[src/rtl/rvm_mem_ctrl.sv]
// Memory port controller: arbitrates instruction fetch and load/store onto one external bus.
// Define RVM_MEM_CTRL_TIMEOUT_EN to compile in the stalled-bus timeout.
module rvm_mem_ctrl #(
   parameter int unsigned TIMEOUT_CYCLES = 255
) (
   input  logic        clk,
   input  logic        reset,
   input  logic        f_req,
   input  logic [31:0] f_addr,
   output logic        f_done,
   output logic [31:0] f_rdata,
   output logic        f_error,
   input  logic        d_req,
   input  logic        d_wen,
   input  logic [1:0]  d_size,
   input  logic        d_signed,
   input  logic [31:0] d_addr,
   input  logic [31:0] d_wdata,
   output logic        d_done,
   output logic [31:0] d_rdata,
   output logic        d_error,
   output logic [31:0] mem_addr,
   output logic [31:0] mem_wdata,
   output logic        mem_c_en,
   output logic        mem_w_en,
   output logic [3:0]  mem_b_en,
   input  logic [31:0] mem_rdata,
   input  logic        mem_error,
   input  logic        mem_stall
);

   typedef enum logic [1:0] {S_IDLE, S_BUSY, S_RESP} state_t;

   if (TIMEOUT_CYCLES < 1 || TIMEOUT_CYCLES > 255) begin : g_bad_timeout
      $error("rvm_mem_ctrl: TIMEOUT_CYCLES must be in 1..255");
   end

   state_t      state, next_state;
   logic        take_d, take_f, misaligned, timeout, done_now, fail;
   logic [3:0]  be_new;
   logic [29:0] word_addr;
   logic [31:0] wdata_new, load_ext;
   logic [15:0] lane_data;
   logic        unused_fetch_offset;

   logic        is_data, lat_signed;
   logic [1:0]  lat_size, lat_off;

   logic        c_en_nx, w_en_nx, f_done_nx, d_done_nx, f_error_nx, d_error_nx;
   logic [3:0]  b_en_nx;
   logic [31:0] addr_nx, wdata_nx, f_rdata_nx, d_rdata_nx;

   // Fetches are always full words, so the fetch byte offset is deliberately dropped.
   assign unused_fetch_offset = ^f_addr[1:0];

   always_comb begin
      take_d    = (state == S_IDLE) && d_req;
      take_f    = (state == S_IDLE) && f_req && !d_req;
      word_addr = d_req ? d_addr[31:2] : f_addr[31:2];
      case (d_size)
         2'b00: begin
            misaligned = 1'b0;
            be_new     = 4'b0001 << d_addr[1:0];
            wdata_new  = {4{d_wdata[7:0]}};
         end
         2'b01: begin
            misaligned = d_addr[0];
            be_new     = d_addr[1] ? 4'b1100 : 4'b0011;
            wdata_new  = {2{d_wdata[15:0]}};
         end
         2'b10: begin
            misaligned = |d_addr[1:0];
            be_new     = 4'b1111;
            wdata_new  = d_wdata;
         end
         default: begin
            misaligned = 1'b1;
            be_new     = 4'b1111;
            wdata_new  = d_wdata;
         end
      endcase
      if (!d_req) be_new = 4'b1111;
   end

`ifdef RVM_MEM_CTRL_TIMEOUT_EN
   logic [7:0] stall_cnt;

   // Held at zero outside BUSY, which is the same as clearing it on entry.
   always_ff @(posedge clk) begin
      if (reset || state != S_BUSY) stall_cnt <= '0;
      else if (mem_stall)           stall_cnt <= stall_cnt + 8'd1;
   end

   assign timeout = (state == S_BUSY) && mem_stall && (stall_cnt == 8'(TIMEOUT_CYCLES - 1));
`else
   assign timeout = 1'b0;
`endif

   assign done_now = (state == S_BUSY) && (!mem_stall || timeout);
   // A completion taken while still stalled can only be the timeout.
   assign fail     = mem_stall || mem_error;

   always_comb begin
      lane_data = 16'(mem_rdata >> {lat_off, 3'b000});
      case (lat_size)
         2'b00:   load_ext = {{24{lat_signed & lane_data[7]}}, lane_data[7:0]};
         2'b01:   load_ext = {{16{lat_signed & lane_data[15]}}, lane_data[15:0]};
         default: load_ext = mem_rdata;
      endcase
   end

   always_comb begin
      next_state = state;
      case (state)
         S_IDLE:  if (take_d)      next_state = misaligned ? S_RESP : S_BUSY;
                  else if (take_f) next_state = S_BUSY;
         S_BUSY:  if (done_now)    next_state = S_RESP;
         S_RESP:  next_state = S_IDLE;
         default: next_state = S_IDLE;
      endcase
   end

   always_comb begin
      // NOTE: every variable gets a default before the case so no path can infer a latch.
      c_en_nx    = 1'b0;
      w_en_nx    = 1'b0;
      b_en_nx    = 4'b0000;
      addr_nx    = mem_addr;
      wdata_nx   = mem_wdata;
      f_done_nx  = 1'b0;
      d_done_nx  = 1'b0;
      f_error_nx = 1'b0;
      d_error_nx = 1'b0;
      f_rdata_nx = '0;
      d_rdata_nx = '0;
      case (state)
         S_IDLE: begin
            if (next_state == S_BUSY) begin
               c_en_nx  = 1'b1;
               w_en_nx  = take_d && d_wen;
               b_en_nx  = be_new;
               addr_nx  = {word_addr, 2'b00};
               wdata_nx = wdata_new;
            end else if (take_d) begin
               d_done_nx  = 1'b1;
               d_error_nx = 1'b1;
            end
         end
         S_BUSY: begin
            if (done_now) begin
               if (is_data) begin
                  d_done_nx  = 1'b1;
                  d_error_nx = fail;
                  d_rdata_nx = fail ? '0 : load_ext;
               end else begin
                  f_done_nx  = 1'b1;
                  f_error_nx = fail;
                  f_rdata_nx = fail ? '0 : mem_rdata;
               end
            end else begin
               c_en_nx = 1'b1;
               w_en_nx = mem_w_en;
               b_en_nx = mem_b_en;
            end
         end
         default: ;
      endcase
   end

   // NOTE: sequential state uses non-blocking assignments so every register samples pre-edge values.
   always_ff @(posedge clk) begin
      if (reset) state <= S_IDLE;
      else       state <= next_state;
   end

   always_ff @(posedge clk) begin
      if (reset) begin
         is_data    <= 1'b0;
         lat_signed <= 1'b0;
         lat_size   <= 2'b00;
         lat_off    <= 2'b00;
      end else if (take_d || take_f) begin
         is_data    <= take_d;
         lat_signed <= d_signed;
         lat_size   <= d_size;
         lat_off    <= d_addr[1:0];
      end
   end

   always_ff @(posedge clk) begin
      if (reset) begin
         mem_c_en  <= 1'b0;
         mem_w_en  <= 1'b0;
         mem_b_en  <= 4'b0000;
         mem_addr  <= '0;
         mem_wdata <= '0;
         f_done    <= 1'b0;
         d_done    <= 1'b0;
         f_error   <= 1'b0;
         d_error   <= 1'b0;
         f_rdata   <= '0;
         d_rdata   <= '0;
      end else begin
         mem_c_en  <= c_en_nx;
         mem_w_en  <= w_en_nx;
         mem_b_en  <= b_en_nx;
         mem_addr  <= addr_nx;
         mem_wdata <= wdata_nx;
         f_done    <= f_done_nx;
         d_done    <= d_done_nx;
         f_error   <= f_error_nx;
         d_error   <= d_error_nx;
         f_rdata   <= f_rdata_nx;
         d_rdata   <= d_rdata_nx;
      end
   end

endmodule
[config.mk]
export PLATFORM = sky130hd
export DESIGN_NAME = rvm_mem_ctrl
export DESIGN_NICKNAME = d
export VERILOG_FILES = /design/src/rtl/rvm_mem_ctrl.sv
export SDC_FILE = /design/constraint.sdc
export NUM_CORES = 1
export LEC_CHECK = 0
export CAP_MARGIN = 40
export CORE_ASPECT_RATIO = 1.75
export CORE_MARGIN = 1
export CORE_UTILIZATION = 35
export CTS_CLUSTER_SIZE = 25
export DETAILED_ROUTE_END_ITERATION = 7
export PLACE_DENSITY = 0.7
export SLEW_MARGIN = 15
export SYNTH_ARGS = -nofsm -noshare
export SYNTH_HDL_FRONTEND = slang
export SYNTH_SLANG_ARGS = --single-unit
[constraint.sdc]
create_clock -name clk -period 4.3 [get_ports clk]
set_clock_uncertainty 0.15 [all_clocks]
set_input_delay 0.43 -clock clk [delete_from_list [all_inputs] [get_ports clk]]
set_output_delay 0.43 -clock clk [all_outputs]
set_load 0.02 [all_outputs]
## Word-level counts from Yosys, hierarchy flattened

Cells that the tools add are included.
Widths: inputs -> output; s select.

| word-level totals | value |
|---|---|
| register bits after elaboration | 144 |
| output and inout bits | 138 |
| input bits | 138 |
| word-level logic and storage cells | 77 |

| operators by class | value |
|---|---|
| equal/unequal tests | 6 |
| shift-type cells | 2 |
| reductions and logical operators | 18 |
| bitwise gates (word level) | 5 |
| mux-type cells | 30 |

Operators by type and width:

| cell | count |
|---|---|
| $pmux 32 s2 | 2 |
| $shr 32x5->16 | 1 |
| $mux 30 | 1 |
| $mux 4 | 4 |
| $pmux 4 s2 | 2 |
| $mux 1 | 11 |
| $reduce_or 5->1 | 2 |
| $eq 2x1->1 const B | 4 |
| $mux 2 | 4 |
| $pmux 1 s2 | 4 |
| $logic_not 2->1 | 3 |
| $logic_and 1x1->1 | 5 |
| $pmux 2 s2 | 1 |
| $reduce_or 4->1 | 1 |
| $shl 1x2->4 const A | 1 |
| $not 1->1 | 3 |
| $pmux 1 s3 | 1 |
| $reduce_or 3->1 | 1 |
| $and 1x1->1 | 2 |
| $eq 2x2->1 const B | 1 |
| $logic_not 1->1 | 2 |
| $logic_or 1x1->1 | 2 |
| $ne 2x2->1 const B | 1 |
| $reduce_and 2->1 | 1 |
| $reduce_or 2->1 | 1 |

## Depth between registers and ports, before layout

| logic depth | value |
|---|---|
| word-level depth | 9 |
| gate-level depth with buffers | 7 |
| gate-level depth less buffers | 4 |

## Worst setup path after synthesis

No wires, ideal clock.

| timing path | value |
|---|---|
| path kind | in2reg |
| start | input d_size[1] |
| end | register mem_wdata[22] |
| cell stages on the path | 7 |
| setup slack | 2.470 ns |
| arrival time | 1.543 ns |
| buffers on the path | 3 |
| required time | 4.013 ns |
| setup time | 0.137 ns |
| path through | buf_2 -> a21oi_2 -> or3b_1 -> buf_4 -> buf_4 -> a21oi_1 -> a211oi_1 |

| on the way | value |
|---|---|
| word-level cells in the longest chain between the ends | 7 |
| elaborated cells between the ends (all ways) | 10 |
| classes of those cells | eq/ne (3); mux (5); reduce/logical (2) |

Ends and longest elaborated chain:

| element | RTL line | source |
|---|---|---|
| start, declared | 15 | `input logic [1:0] d_size,` |
| $eq 2x2->1, or another cell as far along | 60 | `case (d_size)` |
| $pmux 1 s3 | 60 |  |
| $mux 2 (2 in a row) | 115 | `S_IDLE: if (take_d) next_state = misaligned ? S_RESP : S_BUSY;` |
| $pmux 2 s2 | 114 | `case (state)` |
| $eq 2x1->1 | 138 | `if (next_state == S_BUSY) begin` |
| $reduce_and 2->1 (no line) | -- |  |
| end signal, assigned | 208 | `mem_wdata <= wdata_nx;` |
| end, declared | 23 | `output logic [31:0] mem_wdata,` |

Several ways; a longest one is shown, not always the timed one.
A chain may end at the register's enable or synchronous reset.

## Worst setup path after layout

| timing path | value |
|---|---|
| start | input d_size[0] |
| end | register mem_addr[9] |

| on the way | value |
|---|---|
| word-level cells in the longest chain between the ends | 7 |
| elaborated cells between the ends (all ways) | 9 |
| classes of those cells | eq/ne (3); mux (4); reduce/logical (2) |

Ends and longest elaborated chain:

| element | RTL line | source |
|---|---|---|
| $eq 2x2->1, or another cell as far along | 60 |  |
| $pmux 1 s3 (*) | 60 |  |
| $mux 2 (*) (2 in a row) | 115 |  |
| $pmux 2 s2 (*) | 114 |  |
| $eq 2x1->1 (*) | 138 |  |
| $reduce_and 2->1 (no line) (*) | -- |  |
| end signal, assigned | 207 | `mem_addr <= addr_nx;` |
| end, declared | 22 | `output logic [31:0] mem_addr,` |

Mark *: on every way between the ends. The rest lies on a longest branch, timed or not.

==> metrics.md <==
| Metric | Value |
|---|---|
| Mean Syn Cell Area | `9.38 um2` |
| Total GRT Usage | `21.8%` |
| Initial antenna violation count | `0` |
| LEAKAGE | `3.43 nW` |
| Gpl congestion | `0.764` |
| Worst-path cell chain | `clkdlybuf4s50_1 -> buf_4 -> nor3_2 -> nor3b_4 -> nor2_4 -> buf_4 -> a211oi_1` |
| CP Capture Type | `register` |
| Placed cell count | `1078` |
| Die width | `100 um` |
| Resize count post-CTS | `0` |
| Max VDD drop | `0.241 mV` |
| Row cnt | `62` |
| Switching share of power | `28.7%` |
| P_sw | `1.08 mW` |
| Hold Path Origin | `reset` |
| Pwr/cell area | `403 nW/um2` |
| Combinational share of power | `21.1%` |
| Gr ovfl total | `0` |
| Yosys warns | `0` |
| Worst-skew pair later-pin latency | `420 ps` |
| # clock sinks | `144` |
| Commonest non-fill, non-tap cells in the layout | `clkdlybuf4s50_1 (269), dfxtp_1 (144), a21oi_1 (85)` |
| ANT nets after route | `0` |
| Layout area overhead | `57.4%` |
| Status | `finished, final reports clean` |
| Pre-antenna DRT Iters | `4` |
| Tmin final | `2540 ps` |
| Final period util | `59.0%` |
| CTS Buffer Depth | `2` |
| Overall power | `3.76 mW` |
| Worst Path Arrival | `2720 ps` |
| DRC errors left | `0` |
| Max Clock Freq | `394 MHz` |
| Core Box Area | `16400 um2` |
| Finished Core Util | `56.6%` |
| Die height | `174 um` |
| Max_cap viols | `0` |
| Clock power frac | `39.6%` |
| FILL cells | `1496` |
| Largest net degree at the start of global routing | `80` |
| Slew Limit Fails | `0` |
| Hold-fix buffers at CTS | `0` |
| Most common cell after layout, fill and taps aside | `clkdlybuf4s50_1` |
| Endpoints failing hold | `0` |
| Post-Syn Area | `5920 um2` |
| WP data required | `4480 ps` |
| Nets@finish | `1011` |
| Total Neg Setup Slack | `0 ps` |
| CTS Buf Count | `17` |
| Crit Path Category | `primary input to register` |
| DR iter-0 viols | `142` |
| FF/Latch Area | `2880 um2` |
| Largest stage delay on the critical path | `600 ps` |
| Layout cells sized above 1 | `8.01%` |
| Worst Setup SP | `d_size[0]` |
| Io pins | `276` |
| Reg clk slew, reported paths | `70 ps` |
| Sequential share of the synthesized area | `48.7%` |
| Setup bufs post-CTS | `0` |
| Via count | `5554` |
| Crit start category | `primary input` |
| Starting Density | `36.0%` |
| Number of synthesized register bits | `144` |
| Max transition margin | `42.6%` |
| Multi-input logic area | `2710 um2` |
| Vias/cell | `5.00` |
| CTS H-tree lvls | `4` |
| Post-Syn Instances | `631` |
| Worst Tran Pin Value | `861 ps` |
| WL per Instance | `17.0 um` |
| Fin cells | `1110` |
| Flop pwr share | `39.3%` |
| Hold Path Class | `primary input to register` |
| Antenna cells | `0` |
| # port buffers | `271` |
| Drt total wl | `18.9 mm` |
| CTS tree | `built` |
| Final setup violating endpoints | `0` |
| Die ar. | `17400 um2` |
| Pint | `2.68 mW` |
| R2r startpoint | `lat_off[1]$_SDFFE_PP0P_` |
| RSZ-0062 raised after global routing | `false` |
| Number of global-route vias before repair | `5438` |
| Global-route wire length before repair | `29.5 mm` |
| Half-perimeter wire length after placement | `13.6 mm` |
| Root Driver | `clkbuf_16` |
| Crit-path max FO | `30` |
| Slowest CP cell | `nor3b_4` |
| Most frequent cell on the critical path | `buf_4` |
| Number of different library cells in the post-synthesis netlist | `39` |
-- per-layer routing --
layer,vias up,global-route usage (%),routed length (um)
li1,2737,-,-
met1,2585,22.9,6940
met2,211,40.6,10300
met3,21,6.31,1260
met4,0,7.19,363
met5,-,0,0
-- cell type report --
type,count,share of cell area [%]
flip-flops and latches,144,31.0
repair buffers,283,30.1
multi-input cells,417,29.1
clock buffers,19,4.76
well taps,224,3.01
clock inverters,13,1.63
inverters,10,0.403
-- per-stage QoR --
step                      setup WS [ps]  area, um2  hold WS (ps)
after floorplan                    2470       5920           311
after global placement             1310       8690           298
after detailed placement           1300       8720           312
after CTS                          1750       9310          50.4
after global routing               1560       9310          58.6
final                              1760       9310          68.8
-- critical path: cells and delay by family --
| kind | cells | cell delay [ps] |
|---|---|---|
| buffers and inverters | 3 | 1070 |
| and+or+nand+nor | 3 | 940 |
| AOI/OAI and AO/OA | 1 | 240 |
-- synthesized netlist by cell type (all sizes together) --
library cell  instances  share of area [%]
or4                   1               0.13
a31oi                 1               0.21
a21oi                87                7.5
nor3b                 2               0.44
mux2i                50                8.5
dfxtp               144                 49
o21a                  1               0.13
inv                  10               0.63
nand3                18                1.5
a32oi                 8                1.2
a211oi               40                5.1
nor2b                11                1.2
mux2                  7                1.3
or3b                  1               0.15
nand2b                5               0.53
a22oi                 8                1.0
nor4b                 1               0.25
and2b                 1               0.13
nand4                 1               0.11
and2                 34                3.6
nand2                61                3.9
nor3                  1               0.17
o21ai                43                3.6
nor2                 10               0.72
a311oi                8                1.2
conb                  1              0.063
clkbuf               25                1.6
a221oi               13                2.8
o21bai                2               0.25
buf                  36                3.5
-- final timing paths --
| path | endpoint | slack [ps] | cells after the start |
|---|---|---|---|
| worst max-delay path | mem_addr[9]$_SDFFE_PP0P_ | 1760 | 7 |
| worst min-delay path | f_done$_SDFF_PP0_ | 70 | 2 |
| worst min register to register | mem_wdata[26]$_SDFFE_PP0P_ | 320 | 2 |
| worst max register to register | d_rdata[15]$_SDFF_PP0_ | 1990 | 4 |
-- power groups by stage --
stage / registers [mW] / logic (mW) / clock network, mW
final: 1.48 / 0.792 / 1.49
after floorplan: 1.59 / 0.321 / 0
after global routing: 1.49 / 0.853 / 1.58
after global placement: 1.50 / 0.787 / 0
after detailed placement: 1.50 / 0.796 / 0
after CTS: 1.48 / 0.799 / 1.52
-- sequential cells by signal, indices dropped and copies added, names as in the netlist --
| register | cells |
|---|---|
| mem_b_en | 4 |
| mem_c_en | 1 |
| mem_wdata | 32 |
| lat_size | 2 |
| f_rdata | 32 |
| d_rdata | 32 |
| lat_off | 2 |
| mem_addr | 30 |
| lat_signed | 1 |
| is_data | 1 |
| f_error | 1 |
| f_done | 1 |
| mem_w_en | 1 |
| d_done | 1 |
| state | 2 |
| d_error | 1 |
-- logic make-up (layout without fill, tap and decap cells) --
kind of cell           count (synthesis)  count (layout)  synth area share, %
AOI/OAI and AO/OA                    211             211                 22.9
and+or+nand+nor                      147             147                 12.8
DFF                                  144             144                 48.7
buffers and inverters                 71             325                 5.69
muxes                                 57              57                 9.79
other                                  1               2               0.0634
Power figures use the tool's default switching activity.
